[src/rtl/calc_seq_ctrl.sv]
// Sequencing controller between the keypad decoder and the mini-calculator ALU.
// Collects A, operator and B, issues a one-hot ALU op, and formats the result or error.
module calc_seq_ctrl #(
    parameter int TIMEOUT = 31
) (
    input  logic       clk,
    input  logic       rst,
    input  logic       key_valid,
    input  logic [3:0] key_code,
    output logic       key_ready,
    output logic [3:0] alu_op,
    output logic [3:0] alu_a,
    output logic [3:0] alu_b,
    input  logic       alu_busy,
    input  logic [7:0] alu_o,
    output logic [7:0] disp,
    output logic       neg,
    output logic       result_valid,
    output logic       err,
    output logic [1:0] err_code
);

    typedef enum logic [2:0] {
        S_IDLE,
        S_GOT_A,
        S_GOT_OP,
        S_GOT_B,
        S_ISSUE,
        S_WAIT,
        S_SHOW,
        S_ERR
    } state_t;

    localparam logic [3:0] OP_ADD = 4'b1000;
    localparam logic [3:0] OP_SUB = 4'b0100;
    localparam logic [3:0] OP_MUL = 4'b0010;
    localparam logic [3:0] OP_DIV = 4'b0001;
    localparam logic [1:0] ERR_DIV0 = 2'b01;
    localparam logic [1:0] ERR_TMO  = 2'b10;
    // Last count value before the counter would reach TIMEOUT.
    localparam logic [4:0] WAIT_LAST = 5'(TIMEOUT - 1);

    state_t     state, state_d;
    logic [3:0] a_reg, a_d;
    logic [3:0] b_reg, b_d;
    logic [3:0] op_reg, op_d;
    logic [4:0] wait_cnt, wait_cnt_d;
    logic [3:0] alu_op_d, alu_a_d, alu_b_d;
    logic [7:0] disp_d;
    logic       neg_d, result_valid_d, err_d, key_ready_d;
    logic [1:0] err_code_d;

    logic       accept, is_digit, is_oper, is_eq, is_clr;
    logic [3:0] oper_onehot;

    assign accept   = key_valid && key_ready;
    assign is_digit = key_code <= 4'd9;
    assign is_oper  = (key_code >= 4'd10) && (key_code <= 4'd13);
    assign is_eq    = key_code == 4'd14;
    assign is_clr   = key_code == 4'd15;

    always_comb begin
        case (key_code)
            4'd10:   oper_onehot = OP_ADD;
            4'd11:   oper_onehot = OP_SUB;
            4'd12:   oper_onehot = OP_MUL;
            4'd13:   oper_onehot = OP_DIV;
            default: oper_onehot = '0;
        endcase
    end

    always_comb begin
        state_d        = state;
        a_d            = a_reg;
        b_d            = b_reg;
        op_d           = op_reg;
        wait_cnt_d     = wait_cnt;
        alu_op_d       = '0;
        alu_a_d        = alu_a;
        alu_b_d        = alu_b;
        disp_d         = disp;
        neg_d          = neg;
        result_valid_d = result_valid;
        err_d          = err;
        err_code_d     = err_code;

        if (accept && is_clr) begin
            state_d        = S_IDLE;
            a_d            = '0;
            b_d            = '0;
            op_d           = '0;
            alu_a_d        = '0;
            alu_b_d        = '0;
            disp_d         = '0;
            neg_d          = 1'b0;
            result_valid_d = 1'b0;
            err_d          = 1'b0;
            err_code_d     = '0;
        end else begin
            case (state)
                S_IDLE: begin
                    if (accept && is_digit) begin
                        a_d     = key_code;
                        disp_d  = {4'd0, key_code};
                        state_d = S_GOT_A;
                    end
                end
                S_GOT_A: begin
                    if (accept && is_digit) begin
                        a_d    = key_code;
                        disp_d = {4'd0, key_code};
                    end else if (accept && is_oper) begin
                        op_d    = oper_onehot;
                        state_d = S_GOT_OP;
                    end
                end
                S_GOT_OP: begin
                    if (accept && is_oper) begin
                        op_d = oper_onehot;
                    end else if (accept && is_digit) begin
                        b_d     = key_code;
                        disp_d  = {4'd0, key_code};
                        state_d = S_GOT_B;
                    end
                end
                S_GOT_B: begin
                    if (accept && is_digit) begin
                        b_d    = key_code;
                        disp_d = {4'd0, key_code};
                    end else if (accept && is_eq) begin
                        if (op_reg == OP_DIV && b_reg == 4'd0) begin
                            state_d    = S_ERR;
                            err_d      = 1'b1;
                            err_code_d = ERR_DIV0;
                            disp_d     = '0;
                        end else begin
                            state_d  = S_ISSUE;
                            alu_op_d = op_reg;
                            alu_a_d  = a_reg;
                            alu_b_d  = b_reg;
                        end
                    end
                end
                S_ISSUE: begin
                    state_d    = S_WAIT;
                    wait_cnt_d = '0;
                end
                S_WAIT: begin
                    // busy is only trusted from the second WAIT cycle on
                    if (wait_cnt != 5'd0 && !alu_busy) begin
                        state_d        = S_SHOW;
                        result_valid_d = 1'b1;
                        if (op_reg == OP_SUB && a_reg < b_reg) begin
                            neg_d  = 1'b1;
                            disp_d = 8'(~alu_o + 8'd1);
                        end else begin
                            neg_d  = 1'b0;
                            disp_d = alu_o;
                        end
                    end else if (wait_cnt == WAIT_LAST) begin
                        state_d    = S_ERR;
                        err_d      = 1'b1;
                        err_code_d = ERR_TMO;
                        disp_d     = '0;
                    end else begin
                        wait_cnt_d = wait_cnt + 5'd1;
                    end
                end
                S_SHOW: begin
                    if (accept && is_digit) begin
                        result_valid_d = 1'b0;
                        neg_d          = 1'b0;
                        a_d            = key_code;
                        disp_d         = {4'd0, key_code};
                        state_d        = S_GOT_A;
                    end
                end
                S_ERR: begin
                    disp_d = '0;
                end
                default: state_d = S_IDLE;
            endcase
        end

        key_ready_d = (state_d != S_ISSUE) && (state_d != S_WAIT);
    end

    always_ff @(posedge clk) begin
        if (rst) begin
            state        <= S_IDLE;
            a_reg        <= '0;
            b_reg        <= '0;
            op_reg       <= '0;
            wait_cnt     <= '0;
            key_ready    <= 1'b1;
            alu_op       <= '0;
            alu_a        <= '0;
            alu_b        <= '0;
            disp         <= '0;
            neg          <= 1'b0;
            result_valid <= 1'b0;
            err          <= 1'b0;
            err_code     <= '0;
        end else begin
            state        <= state_d;
            a_reg        <= a_d;
            b_reg        <= b_d;
            op_reg       <= op_d;
            wait_cnt     <= wait_cnt_d;
            key_ready    <= key_ready_d;
            alu_op       <= alu_op_d;
            alu_a        <= alu_a_d;
            alu_b        <= alu_b_d;
            disp         <= disp_d;
            neg          <= neg_d;
            result_valid <= result_valid_d;
            err          <= err_d;
            err_code     <= err_code_d;
        end
    end

endmodule

[config.mk]
export PLATFORM = sky130hd
export DESIGN_NAME = calc_seq_ctrl
export DESIGN_NICKNAME = d
export VERILOG_FILES = /design/src/rtl/calc_seq_ctrl.sv
export SDC_FILE = /design/constraint.sdc
export NUM_CORES = 1
export LEC_CHECK = 0
export CAP_MARGIN = 20
export CORE_MARGIN = 1.5
export CORE_UTILIZATION = 47
export CTS_BUF_LIST = sky130_fd_sc_hd__clkbuf_2 sky130_fd_sc_hd__clkbuf_4 sky130_fd_sc_hd__clkbuf_8
export CTS_CLUSTER_DIAMETER = 150
export CTS_CLUSTER_SIZE = 16
export DETAILED_ROUTE_END_ITERATION = 8
export PLACE_DENSITY = 0.72
export SETUP_SLACK_MARGIN = 0.4
export SLEW_MARGIN = 20
export SYNTH_ARGS = -nofsm -noshare
export SYNTH_HDL_FRONTEND = slang
export SYNTH_SLANG_ARGS = --single-unit
[constraint.sdc]
create_clock -name clk -period 4.05 [get_ports clk]
set_input_delay 0.81 -clock clk [delete_from_list [all_inputs] [get_ports clk]]
set_output_delay 0.81 -clock clk [all_outputs]
set_load 0.01 [all_outputs]
==> reports/summary.txt <==
Status: completed
Worst reg2reg setup slack: 1830 ps
P_int: 0.693 mW
Final nets: 348
Skew final: 4.63 ps
Drt wl/cell: 13.9 um
Met2 WL: 2.50 mm
Worst IR Drop VDD: 0.249 mV
Final Worst Setup Slack: 1520 ps
Switch share: 0.239
Final worst path period need: 2530 ps
Synth area leaders: dfxtp_1 (38%), nand2_1 (6.0%), a21oi_1 (5.3%)
R2R depth: 7
Mean Syn Cell Area: 8.40 sq um
Core Util, Final: 0.589
Initial antenna violation count: 0
Max Used Layer: met4
DPL Wire Length: 4.02 mm
Synth Register Bits: 46
Share of the synthesized area in the top cell type: 0.377
Hold Violations, Final: 0
Psw: 0.217 mW
Met3 WL: 234 um
Drt pass-1 iters: 4
Inst Count DP: 388
Multi-input gate area: 0.00139 sq mm
Fillers: 498
Core area: 0.00507 sq mm
Max reg flops: 8
Layout cell share with drive strength beyond 1: 0.0951
Pre-CTS WS: 1210 ps
Post-CTS setup buffer count: 0
Hold Path Class: register to register
Largest net degree at the start of global routing: 22
Crit path to: key_ready$_SDFF_PP1_
Port bufs: 41
Final std cells w/o fill: 396
Die X: 75.1 um
Worst-path fanout max: 16
Period utilisation layout: 0.626
Drt total wl: 5.52 mm
Placer's final routability congestion estimate: 0.864
FF+latch area: 921 sq um
DR vias: 2195
Biggest register: disp
Congestion Overflow GR: 0
Initial Util: 0.482
Vias per cell: 5.54
Leak pwr: 1.07 nW
Post-synthesis compound-gate area fraction: 0.186
Post-synth top flop: dfxtp_1
Setup crit start kind: input port
Clock root cell: clkbuf_8
Largest family of logic cells by synthesized area: simple AND/OR/NAND/NOR gates
Max-cap violation count: 0
Post-cts sizing count: 0
Cts hold-fix bufs: 0
Area leader, netlist: dfxtp_1
Cells after Synth: 291
Area growth syn-to-layout: 22.4%
Clock latency on the worst-skew pair: 300 ps
Slew Limit Fails: 0
Longest Clk Path Bufs: 2
Top Registers: disp: 8 flops, wait_cnt: 5 flops
DRT antenna net count: 0
Adder-cell share of the synthesized area: 0.0358
Net Count, Synth: 314
Seq/Total Area, Yosys: 0.377
Diode count: 0
I/O pin total: 42
Gate power share: 0.104
Simple-Gate Fraction of Synth Area: 0.280
P per Cell Area: 304 mW/mm^2
CTS tree: built
Unrepaired setup endpoints after global routing: no
Worst Setup SP: key_code[3]
Synth warnings: 0
Synth cell types: 53
Post-synthesis mux area share: 0.0450
Critical path arrival: 2790 ps
Drc violations: 0
Worst-path clk slew: 80 ps
Ys async rst share: 0
Cts bufs inserted: 5
Fmax: 395 MHz
Flop pwr share: 0.515
Total Die Area: 0.00564 sq mm
Clk sinks: 46
GRT Util Overall: 0.210
Worst R2R Start: b_reg[3]$_SDFFE_PP0P_
Crit Path Category: input port to register
Setup_tns: 0 ps
Hold WS: 458 ps
Synthesized area: 0.00244 sq mm
Synth cell count leaders: dfxtp_1 (46), nand2_1 (39), a21oi_1 (26)
# setup viols final: 0
Worst Setup End Kind: register
Min-Delay Startpoint: alu_b[3]$_SDFFE_PP0P_
Post-Synth XOR/XNOR Area: 0.0215
Global-route wire length before repair: 9.05 mm
DRT met1 WL: 2.68 mm
H-tree Lvls: 2
Vias in the first global route: 1963
Site Rows: 26
Critical Path RT: 4310 ps
Die Y: 75.1 um
Clock share of power: 0.381
Max transition margin: 0.535
Leading cell type by number of instances after synthesis: dfxtp_1
Crit Reg-Reg Endpoint: disp[3]$_SDFFE_PP0P_
Slew of the pin with the lowest slew margin: 697 ps
Initial DRC count: 87
Number of synthesized flops with an enable pin: 0
## worst min path at each step
stage                             to  cells past startpoint
2_1_floorplan  alu_b[2]$_SDFFE_PP0P_                      2
3_3_place_gp    disp[6]$_SDFFE_PP0P_                      2
3_5_place_dp   alu_b[1]$_SDFFE_PP0P_                      2
4_1_cts        alu_b[1]$_SDFFE_PP0P_                      2
5_1_grt        alu_a[1]$_SDFFE_PP0P_                      2
6_report       alu_b[3]$_SDFFE_PP0P_                      2
## layout make-up
class	count	area share
Tap cell	70	0.0293
Timing Repair Buffer	43	0.142
Multi-Input combinational cell	215	0.465
Inverter	14	0.0176
Clock inverter	2	0.0125
Sequential cell	46	0.308
Clock buffer	6	0.0255
## per-stage QoR
step	total power, mW	area (sq um)
after global placement	0.571	2880
after floorplan	0.536	2440
final	0.910	2990
after CTS	0.915	2990
after detailed placement	0.573	2880
after global routing	0.941	2990
## cells by family after synthesis
family                   Yosys count
AND/OR/NAND/NOR                  128
AO/OA/AOI/OAI                     63
flip-flops                        46
buffers and inverters             30
multiplexers                      11
adder cells (fa/ha/maj)            7
XOR/XNOR                           6
## layer usage
| metal | vias up | track usage |
|---|---|---|
| met2 | 54 | 0.341 |
| met5 | - | 0 |
| met3 | 10 | 0.0415 |
| met1 | 1021 | 0.271 |
| li1 | 1110 | - |
| met4 | 0 | 0.0889 |
## cells in the final DEF (no fill, tap or decap), types with 8 or more instances in the layout
master and count:
clkdlybuf4s50_1 41, nand3_1 8, inv_1 14, and3_1 8
nand2_1 39, dfxtp_1 46, mux2i_1 11, a21oi_1 26
nor2_1 22
## power by group through the flow
stage	clock, mW	combinational, mW	sequential [mW]
floorplan	0	0.0620	0.474
global placement	0	0.0925	0.479
detailed placement	0	0.0938	0.479
CTS	0.352	0.0943	0.468
global route	0.367	0.104	0.470
finish	0.347	0.0943	0.468
## worst max-delay path, cell delays in order
cell and delay, ps:
clkdlybuf4s50_1 690, and4_1 270, nand2_1 90, nand2b_1 430, buf_4 330, a21oi_1 90, nand2_1 70
Power figures use the tool's default switching activity.
